--- src/rtl/fmm_reduce_kernel_pivot_row_eliminate.sv ---
// GF(2) row elimination against a pivot row in the shared M_e buffer.
// Every other row flagged in the pivot column gets the pivot row XORed in.
module fmm_reduce_kernel_pivot_row_eliminate #(
  parameter int ROW_STRIDE = 320,
  parameter int ADDR_W     = 17
) (
  input  logic                     ap_clk,
  input  logic                     ap_rst_n,
  input  logic                     ap_start,
  output logic                     ap_done,
  output logic                     ap_idle,
  output logic                     ap_ready,
  input  logic signed [31:0]       pivot_row,
  input  logic        [ADDR_W-1:0] pivot_col,
  input  logic signed [31:0]       rowt,
  input  logic signed [31:0]       colt,
  output logic        [ADDR_W-1:0] M_e_address0,
  output logic                     M_e_ce0,
  output logic                     M_e_we0,
  output logic        [31:0]       M_e_d0,
  input  logic        [31:0]       M_e_q0,
  output logic        [31:0]       elim_count,
  output logic                     elim_count_ap_vld
);

  typedef enum logic [2:0] {
    S_IDLE,
    S_ROW_SEL,
    S_CHK_RD,
    S_CHK_EV,
    S_PV_RD,
    S_TG_RD,
    S_WR,
    S_DONE
  } state_t;

  localparam logic [ADDR_W-1:0] STRIDE = ADDR_W'(ROW_STRIDE);

  state_t state, state_n;

  logic signed [31:0] piv_q;
  logic signed [31:0] rowt_q;
  logic signed [31:0] colt_q;
  logic signed [31:0] r_q;
  logic signed [31:0] c_q;
  logic [ADDR_W-1:0]  pcol_q;
  logic [ADDR_W-1:0]  pbase_q;
  logic [ADDR_W-1:0]  tbase_q;
  logic [31:0]        pv_q;
  logic [31:0]        cnt_q;
  logic               degen_q;

  logic               degen_in;
  logic               row_adv;
  logic               hit;
  logic               last_col;
  logic signed [31:0] c_inc;

  assign degen_in = (pivot_row < 0) || (rowt <= 0) ||
                    (colt <= 0) || (pivot_row >= rowt);
  assign hit      = (M_e_q0 == 32'd1);
  assign c_inc    = c_q + 32'sd1;
  assign last_col = (c_inc == colt_q);

  always_ff @(posedge ap_clk or negedge ap_rst_n) begin
    if (!ap_rst_n) begin
      state <= S_IDLE;
    end else begin
      state <= state_n;
    end
  end

  always_comb begin
    state_n           = state;
    row_adv           = 1'b0;
    M_e_address0      = '0;
    M_e_ce0           = 1'b0;
    M_e_we0           = 1'b0;
    M_e_d0            = '0;
    ap_done           = 1'b0;
    ap_ready          = 1'b0;
    elim_count_ap_vld = 1'b0;
    ap_idle           = 1'b0;
    unique case (state)
      S_IDLE: begin
        ap_idle = !ap_start;
        if (ap_start) state_n = S_ROW_SEL;
      end
      S_ROW_SEL: begin
        if (degen_q || (r_q == rowt_q)) begin
          state_n = S_DONE;
        end else if (r_q == piv_q) begin
          row_adv = 1'b1;
        end else begin
          state_n = S_CHK_RD;
        end
      end
      S_CHK_RD: begin
        M_e_ce0      = 1'b1;
        M_e_address0 = tbase_q + pcol_q;
        state_n      = S_CHK_EV;
      end
      S_CHK_EV: begin
        if (hit) begin
          state_n = S_PV_RD;
        end else begin
          row_adv = 1'b1;
          state_n = S_ROW_SEL;
        end
      end
      S_PV_RD: begin
        M_e_ce0      = 1'b1;
        M_e_address0 = pbase_q + c_q[ADDR_W-1:0];
        state_n      = S_TG_RD;
      end
      S_TG_RD: begin
        M_e_ce0      = 1'b1;
        M_e_address0 = tbase_q + c_q[ADDR_W-1:0];
        state_n      = S_WR;
      end
      S_WR: begin
        M_e_ce0      = 1'b1;
        M_e_we0      = 1'b1;
        M_e_address0 = tbase_q + c_q[ADDR_W-1:0];
        M_e_d0       = pv_q ^ M_e_q0;
        if (last_col) begin
          row_adv = 1'b1;
          state_n = S_ROW_SEL;
        end else begin
          state_n = S_PV_RD;
        end
      end
      S_DONE: begin
        ap_done           = 1'b1;
        ap_ready          = 1'b1;
        elim_count_ap_vld = 1'b1;
        state_n           = S_IDLE;
      end
      default: state_n = S_IDLE;
    endcase
  end

  // Target base walks by stride so no per-row multiply is needed
  always_ff @(posedge ap_clk or negedge ap_rst_n) begin
    if (!ap_rst_n) begin
      piv_q   <= '0;
      rowt_q  <= '0;
      colt_q  <= '0;
      r_q     <= '0;
      c_q     <= '0;
      pcol_q  <= '0;
      pbase_q <= '0;
      tbase_q <= '0;
      pv_q    <= '0;
      cnt_q   <= '0;
      degen_q <= 1'b0;
    end else begin
      if (state == S_IDLE && ap_start) begin
        piv_q   <= pivot_row;
        rowt_q  <= rowt;
        colt_q  <= colt;
        pcol_q  <= pivot_col;
        pbase_q <= ADDR_W'(pivot_row * ROW_STRIDE);
        tbase_q <= '0;
        r_q     <= '0;
        cnt_q   <= '0;
        degen_q <= degen_in;
      end
      if (state == S_CHK_EV && hit) begin
        c_q   <= '0;
        cnt_q <= cnt_q + 32'd1;
      end
      if (state == S_TG_RD) pv_q <= M_e_q0;
      if (state == S_WR) c_q <= c_inc;
      if (row_adv) begin
        r_q     <= r_q + 32'sd1;
        tbase_q <= tbase_q + STRIDE;
      end
    end
  end

  assign elim_count = cnt_q;

endmodule

--- config.mk ---
export PLATFORM = sky130hd
export DESIGN_NAME = fmm_reduce_kernel_pivot_row_eliminate
export DESIGN_NICKNAME = d
export VERILOG_FILES = /design/src/rtl/fmm_reduce_kernel_pivot_row_eliminate.sv
export SDC_FILE = /design/constraint.sdc
export NUM_CORES = 1
export LEC_CHECK = 0
export CORE_AREA = 2 2 203 165
export CTS_CLUSTER_SIZE = 12
export DETAILED_ROUTE_END_ITERATION = 6
export DIE_AREA = 0 0 205 167
export PLACE_DENSITY = 0.75
export SLEW_MARGIN = 30
export SYNTH_ARGS = -nofsm -noshare
export SYNTH_HDL_FRONTEND = slang
export SYNTH_SLANG_ARGS = --single-unit
--- constraint.sdc ---
create_clock -name ap_clk -period 10 [get_ports ap_clk]
set_input_delay 2 -clock ap_clk [delete_from_list [all_inputs] [get_ports ap_clk]]
set_output_delay 2 -clock ap_clk [all_outputs]
set_load 0.05 [all_outputs]
# Yosys cells after proc, flatten, opt, wreduce, memory -nomap -nowiden

Cells that the tools add are included.

Bits in registers: 273
Word-level logic and storage cells: 76
Output and inout bits: 87

Reductions and logical operators: 14
Add/subtract/negate cells: 7
$mul: 1
Equality and inequality tests: 13
Muxes and demuxes: 24
Bitwise logic cells: 1
Order comparisons: 4

Operators by type and width:

| cell                  | number |
|---|---|
| $mux 32               | 6 |
| $eq 32x32->1          | 3 |
| $add 32x2->32 const B | 2 |
| $le 32x1->1 const B   | 2 |
| $add 17x17->17        | 3 |
| $pmux 17 s3           | 1 |
| $mux 17               | 2 |
| $add 32x1->32 const B | 1 |
| $eq 32x1->1 const B   | 1 |
| $ge 32x32->1          | 1 |
| $lt 32x1->1 const B   | 1 |
| $mul 32x4->11 const B | 1 |
| $xor 32x32->32        | 1 |
| $pmux 3 s8            | 1 |
| $add 17x9->17 const B | 1 |
| $mux 3                | 5 |
| $eq 3x3->1 const B    | 4 |
| $mux 1                | 8 |
| $eq 3x2->1 const B    | 2 |
| $reduce_bool 2->1     | 3 |
| $logic_or 1x1->1      | 4 |
| $reduce_or 4->1       | 1 |
| $eq 3x1->1 const B    | 1 |
| $logic_not 3->1       | 1 |
| other kinds (7)       | 8 |

# Logic depth before layout (Yosys ltp)

Gate-level depths: netlist (run 1).

Depth in word-level cells: 5
Mapped depth: 17
Gate-level depth less buffers: 15

# Worst setup path before layout (run 1)

OpenSTA, ideal clock, no wires.

Path type: register to output
From: register state[1]
To: output M_e_address0[15]
Required time: 8000 ps
Stages on the path, launching flop included: 16
Path buffers: 2
Setup slack: 4031 ps
Data arrival time: 3969 ps
Cells stage by stage: dfrtp_1 -> clkbuf_1 -> xor2_1 -> nand2_1 -> clkbuf_1 -> mux2_2 -> ha_1 -> a21o_1 -> a21oi_1 -> o21bai_1 -> a21oi_1 -> o21ai_0 -> a21o_1 -> a21oi_1 -> xor2_1 -> o22ai_1

Word-level cells in the longest chain between the ends: 3
Elaborated cells between the ends (all ways): 6
Those cells by class: eq/ne: 4; mux: 1; reduce/logical: 1

Ends and longest elaborated chain:

| element                          | line | RTL |
|---|---|---|
| start, declared                  | 39   | `state_t state, state_n;` |
| start signal, assigned           | 69   | `state <= state_n;` |
| $eq 3x3->1                       | 84   | `unique case (state)` |
| $reduce_or 2->1 (no source line) | --   |  |
| $pmux 17 s3 (*)                  | 84   |  |
| end, declared                    | 17   | `output logic [ADDR_W-1:0] M_e_address0,` |

Mark *: on every way between the ends. The rest lies on a longest branch, timed or not.

# Worst setup path after layout (run 1)

From: register state[2]
To: output M_e_address0[15]

The elaborated chain is that of the path after synthesis.

==> results by group, run 1 <==
Hold path
  – Hold EP: pcol_q[12]
  – Hold path depth: 2
  – Type of the worst min-delay path: reg2reg
  – HP Start: pcol_q[12]

Cells and area
  – Most frequent cells in the layout: 415 x nand2_1, 265 x dfrtp_1, 233 x clkdlybuf4s50_1
  – Post-route cell area: 19700 um2
  – Non-Filler Instances: 2469
  – Most common cell after layout, fill and taps aside: nand2_1
  – Layout cell share with drive strength beyond 1: 5.93%
  – Syn-to-layout area delta: 21.6%
  – Final net count: 2243

Setup path
  – R2r setup slk: 5.33 ns
  – Crit path launch type: register
  – Crit path kind: reg2out
  – Worst reg2reg path startpoint: c_q[0]
  – Critical path arrival: 5.32 ns
  – FF-to-FF End: r_q[23]
  – CP max FO: 29
  – Worst-case reg-to-reg path depth: 11
  – CP endpoint kind: output port
  – Worst EP required: 8.00 ns

Place
  – Placed cell area: 18700 um2
  – GP Congestion: 0.916
  – Placed instance count: 2416
  – Pre-CTS WS: 3.35 ns
  – Port bufs: 234
  – Hpwl dp: 34400 um

Detailed routing
  – Final WL: 46600 um
  – Drt wl/cell: 18.9 um
  – Vias per std cell: 5.78
  – Violation count after the first detailed-routing iteration: 1310
  – Vias: 14263
  – Drt drc: 0
  – First-pass DRT Iterations: 6
  – Post-DRT Antenna Nets: 0

GRT
  – Largest net degree at the start of global routing: 184
  – Initial antenna violation count: 4
  – M1 GR Usage: 39.0%
  – Gr usage total: 26.9%
  – Layer with the highest usage: met2
  – First-pass GRT wire length: 73600 um
  – Grt total ovfl: 0
  – Number of global-route vias before repair: 13576
  – Met3 usage: 7.46%
  – M2 GR Usage: 40.0%

Timing
  – Final period utilization: 73.2%
  – Endpoints failing hold: 0
  – Final setup vio count: 0
  – Max frequency: 137 MHz
  – Setup Skew: 0.0123 ns
  – Rel. slew slack: 43.6%
  – RSZ-0062 raised after global routing: no
  – Max Slew Vio Count: 0
  – Setup WS post-layout: 2.68 ns
  – Worst-Margin Slew: 0.846 ns
  – Crit path time final: 7.32 ns
  – Hold WS: 0.479 ns
  – Setup_tns: 0 ns

Clocking
  – CTS Hold Bufs: 0
  – Clock Tree Buf Depth: 3
  – Clock net sink count: 265
  – Post-cts resize count: 0
  – Root Buffer: clkbuf_16
  – Worst-path clk slew: 0.06 ns
  – H-tree depth: 1
  – CTS tree: done
  – Num CTS Buffers: 29
  – Clock Latency Late Sink: 0.56 ns
  – Postcts setup bufs: 0

Floorplan
  – Chip Width: 205 um
  – Initial core utilization: 50.3%
  – Core footprint: 32200 um2
  – Top Ports: 235
  – Floorplan row count: 59
  – Die H: 167 um
  – Full die area: 34200 um2

Power and ir drop
  – Sequential share of power: 35.9%
  – Switch Pwr: 2280 uW
  – Clock power frac: 20.2%
  – Leak: 0.00874 uW
  – Worst IR drop on VDD: 0.140 mV
  – Pint: 3080 uW
  – Switching Share: 42.6%
  – PwrDens: 272 nW/um2
  – Combinational Power Share: 43.9%

Yosys
  – Post-synthesis register bit count: 265
  – Post-synthesis sequential area ratio: 40.9%
  – EDFF count, synth: 0
  – Synthesized area: 16200 um2
  – Distinct cells, synth: 66
  – Gate Count Post-Synth: 1854
  – Top_reg_cell synth: dfrtp_1
  – Synthesis warning total: 0
  – Avg Synthesized Cell Area: 8.74 um2
  – Asr flop ratio synth: 100%
  – Syn_nets: 2076

Run
  – Max-Cap Viols: 0

Outcome
  – Outcome: finished, final reports clean
layout make-up:
cell class / instances / area [um2]
Inverter: 50 / 188
Antenna cell: 1 / 2.50
Clock inverter: 6 / 83.8
Clock buffer: 45 / 866
Fill cell: 2778 / 12500
Multi-Input combinational cell: 1432 / 8940
Tap cell: 427 / 534
Timing Repair Buffer: 243 / 2450
Sequential cell: 265 / 6630
worst max path at each step:
stage | startpoint | to | slack, ns | depth (start not counted)
3_5_place_dp | state[2] | M_e_address0[15] | 3.35 | 13
5_1_grt | state[2] | M_e_address0[15] | 2.35 | 13
6_report | state[2] | M_e_address0[15] | 2.68 | 13
4_1_cts | state[2] | M_e_address0[15] | 2.75 | 13
3_3_place_gp | state[2] | M_e_address0[15] | 3.46 | 13
2_1_floorplan | state[1] | M_e_address0[15] | 4.03 | 15
synthesized netlist by cell type (7+ instances only):
library cell,n,share of area [%]
a31oi_1,7,0.27
xnor2_1,131,7.1
nor2_1,123,2.9
o41ai_1,10,0.54
ha_1,72,5.6
o22ai_1,16,0.62
o21ai_0,108,3.3
nor2b_1,8,0.31
a211o_1,12,0.65
o211ai_1,14,0.65
o21bai_1,7,0.32
or3_1,8,0.31
nand4_1,47,1.8
inv_1,50,1.2
nand2_1,417,9.7
o31ai_1,26,1.2
nor3_1,28,0.87
nor3b_1,11,0.51
xor2_1,52,2.8
nor4_1,39,1.5
nand3_1,55,1.7
a21oi_1,47,1.5
and3_1,23,0.89
a21o_1,26,1.2
mux2_2,41,2.9
dfrtp_1,265,41
buf_2,20,0.62
mux2i_1,24,1.5
clkbuf_1,77,1.8
sequential cells by signal (all words and copies together) (netlist names):
register	count
tbase_q	11
pv_q	32
c_q	32
colt_q	32
pbase_q	9
r_q	32
piv_q	32
pcol_q	17
rowt_q	32
elim_count	32
degen_q	1
state	3
power by group through the flow:
stage               combinational (uW)  sequential [uW]  clock (uW)
finish                            2360             1930        1080
global route                      2560             1970        1140
CTS                               2350             1910        1100
detailed placement                2340             1930           0
global placement                  2280             1910           0
floorplan                         1840             1690           0
stage by stage:
step                power [uW]  utilization [%]
global placement          4200             58.1
floorplan                 3530                -
CTS                       5370             61.1
finish                    5360             61.2
detailed placement        4260             58.1
global route              5680             61.2
layer usage:
metal,vias up,wire length (um)
li1,6770,-
met1,6907,21100
met2,508,20000
met3,74,4380
met4,4,1050
met5,-,28
cell families (layout without fill, tap and decap cells):
kind of cell    count (synthesis)  count (layout)  synth area share, %
simple gates                  799             799                 22.6
flops                         265             265                 40.9
buf+inv                       157             344                 4.02
compound gates                310             310                 12.4
other cells                     1               2               0.0231
fa+ha+maj                      74              74                 5.81
xor+xnor                      183             183                 9.89
mux                            65              65                 4.33
worst max-delay path, stage by stage, from the launching register on:
cell             delay, ns
dfrtp_1               0.90
nand2_1               0.68
mux2_2                0.47
ha_1                  0.34
a21o_1                0.21
a21oi_1               0.22
o21bai_1              0.09
a21oi_1               0.22
o21ai_0               0.19
a21o_1                0.21
a21oi_1               0.17
xor2_1                0.09
o22ai_1               0.14
clkdlybuf4s50_1       0.83
Power figures use the tool's default switching activity.
==> inputs of run 2 (changes only) <==
==> constraint.sdc (replaced) <==
create_clock -name ap_clk -period 7.3 [get_ports ap_clk]
set_input_delay 1.46 -clock ap_clk [delete_from_list [all_inputs] [get_ports ap_clk]]
set_output_delay 1.46 -clock ap_clk [all_outputs]
set_load 0.05 [all_outputs]
==> results by group, run 2 (synthesized netlist as in run 1, its figures left out) <==
Timing
  – Final period utilization: 89.7%
  – Worst-Margin Slew: 0.793 ns
  – Setup_tns: 0 ns
  – Max Slew Vio Count: 0
  – Max frequency: 153 MHz
  – Final setup vio count: 0
  – RSZ-0062 raised after global routing: no
  – Rel. slew slack: 46.7%
  – Endpoints failing hold: 0
  – Hold WS: 0.481 ns
  – Crit path time final: 6.55 ns
  – Setup Skew: 0.0156 ns

Setup path
  – Most common cell on crit path: a21oi_1
  – CP Buf/Inv Count: 1
  – Critical path cell sequence: xor2_1 -> nand2_1 -> mux2_2 -> ha_1 -> a21o_1 -> a21oi_1 -> o21bai_1 -> a21oi_1 -> o21ai_0 -> a21o_1 -> a21oi_1 -> xor2_1 -> o22ai_1 -> clkdlybuf4s50_1
  – CP endpoint kind: output port
  – Critical Path Max Stage Delay: 0.83 ns
  – Crit path kind: reg2out
  – Slowest CP cell: clkdlybuf4s50_1
  – CP max FO: 18
  – Cell family with most CP delay: compound AO/OA/AOI/OAI gates
  – Critical path arrival: 5.09 ns
  – R2r setup slk: 2.74 ns
  – FF-to-FF End: r_q[23]
  – Worst EP required: 5.84 ns
  – Worst reg2reg path startpoint: c_q[0]
  – Worst-case reg-to-reg path depth: 11
  – Crit path launch type: register

Floorplan
  – Floorplan row count: 59
  – Die H: 167 um
  – Core footprint: 32200 um2
  – Full die area: 34200 um2
  – Top Ports: 235
  – Initial core utilization: 50.3%
  – Chip Width: 205 um

Detailed routing
  – Violation count after the first detailed-routing iteration: 1242
  – Vias: 14362
  – Vias per std cell: 5.81
  – Drt wl/cell: 18.7 um
  – Drt drc: 0
  – Post-DRT Antenna Nets: 0
  – First-pass DRT Iterations: 5
  – Final WL: 46400 um

Clocking
  – Num CTS Buffers: 30
  – Post-cts resize count: 0
  – Root Buffer: clkbuf_16
  – Worst-path clk slew: 0.07 ns
  – CTS Hold Bufs: 0
  – Clock net sink count: 265
  – Clock Latency Late Sink: 0.57 ns
  – H-tree depth: 1
  – Clock Tree Buf Depth: 3
  – CTS tree: done
  – Postcts setup bufs: 0

Cells and area
  – Layout cell share with drive strength beyond 1: 6.21%
  – Most common cell after layout, fill and taps aside: nand2_1
  – Syn-to-layout area delta: 22.2%
  – Post-route cell area: 19800 um2
  – Most frequent cells in the layout: 415 x nand2_1, 265 x dfrtp_1, 233 x clkdlybuf4s50_1
  – Non-Filler Instances: 2473
  – Antenna Cells: 0
  – Layout fillers: 2752
  – Register area: 6630 um2
  – Multi-input logic area: 8950 um2
  – Final net count: 2245

Power and ir drop
  – Leak: 0.00878 uW
  – PwrDens: 377 nW/um2
  – Worst IR drop on VDD: 0.216 mV

GRT
  – First-pass GRT wire length: 73300 um
  – Largest net degree at the start of global routing: 168
  – Gr usage total: 26.7%
  – Initial antenna violation count: 3
  – Number of global-route vias before repair: 13613
  – Grt total ovfl: 0

Outcome
  – Outcome: finished, final reports clean

Place
  – Hpwl dp: 34000 um
  – Placed instance count: 2417
  – GP Congestion: 0.936
  – Port bufs: 234
  – Placed cell area: 18700 um2

Hold path
  – Type of the worst min-delay path: reg2reg
  – Hold EP: pcol_q[0]
  – Hold path depth: 2
  – HP Start: pcol_q[0]

Run
  – Max-Cap Viols: 0
## run 2: cell types whose count changed in the layout (fill, tap and decap cells not counted)
cell,before,now
clkinvlp_4,0,3
clkbuf_16,29,31
bufinv_16,2,3
nor2_2,1,0
clkbuf_1,8,7
diode_2,1,0
buf_4,7,8
nor2_4,0,1
clkinv_4,1,0
## run 2: per-stage QoR
step	utilization (%)	worst slack [ns]	power (uW)
4_1_cts	61.4	0.800	7460
2_1_floorplan	-	1.87	4830
3_3_place_gp	58.1	1.50	5740
3_5_place_dp	58.2	1.43	5850
6_report	61.5	0.751	7470
5_1_grt	61.5	0.444	7910
## run 2: where the power goes
part	switching, uW	internal (uW)
clock network	625	961
logic	1910	1360
registers	624	1980
total	3160	4310
## run 2: worst max-delay path by stage
stage / startpoint / to / slack [ns] / depth (start not counted)
5_1_grt: state[0] / M_e_address0[15] / 0.44 / 14
6_report: state[0] / M_e_address0[15] / 0.75 / 14
2_1_floorplan: state[1] / M_e_address0[15] / 1.87 / 15
3_5_place_dp: state[0] / M_e_address0[15] / 1.43 / 14
3_3_place_gp: state[0] / M_e_address0[15] / 1.50 / 14
4_1_cts: state[0] / M_e_address0[15] / 0.80 / 14
## run 2: layer usage
| metal | track usage, % | vias to the layer above | wire length (um) |
|---|---|---|---|
| li1 | - | 6786 | - |
| met1 | 40.0 | 6890 | 21200 |
| met2 | 39.0 | 605 | 19700 |
| met3 | 6.22 | 79 | 4360 |
| met4 | 6.29 | 2 | 1120 |
| met5 | 0 | - | 16 |
## run 2: worst min-delay path: cells and delay by family (launching register included)
| kind | cells | cell delay (ns) |
|---|---|---|
| DFF | 1 | 0.35 |
| and+or+nand+nor | 2 | 0.10 |
## run 2: cell type report
type / count / area share [%]
multi-input combinational: 1432 / 45.2
sequential: 265 / 33.5
timing repair buffer: 244 / 12.4
clock buffer: 46 / 4.61
tap: 427 / 2.70
inverter: 50 / 0.948
clock inverter: 9 / 0.645
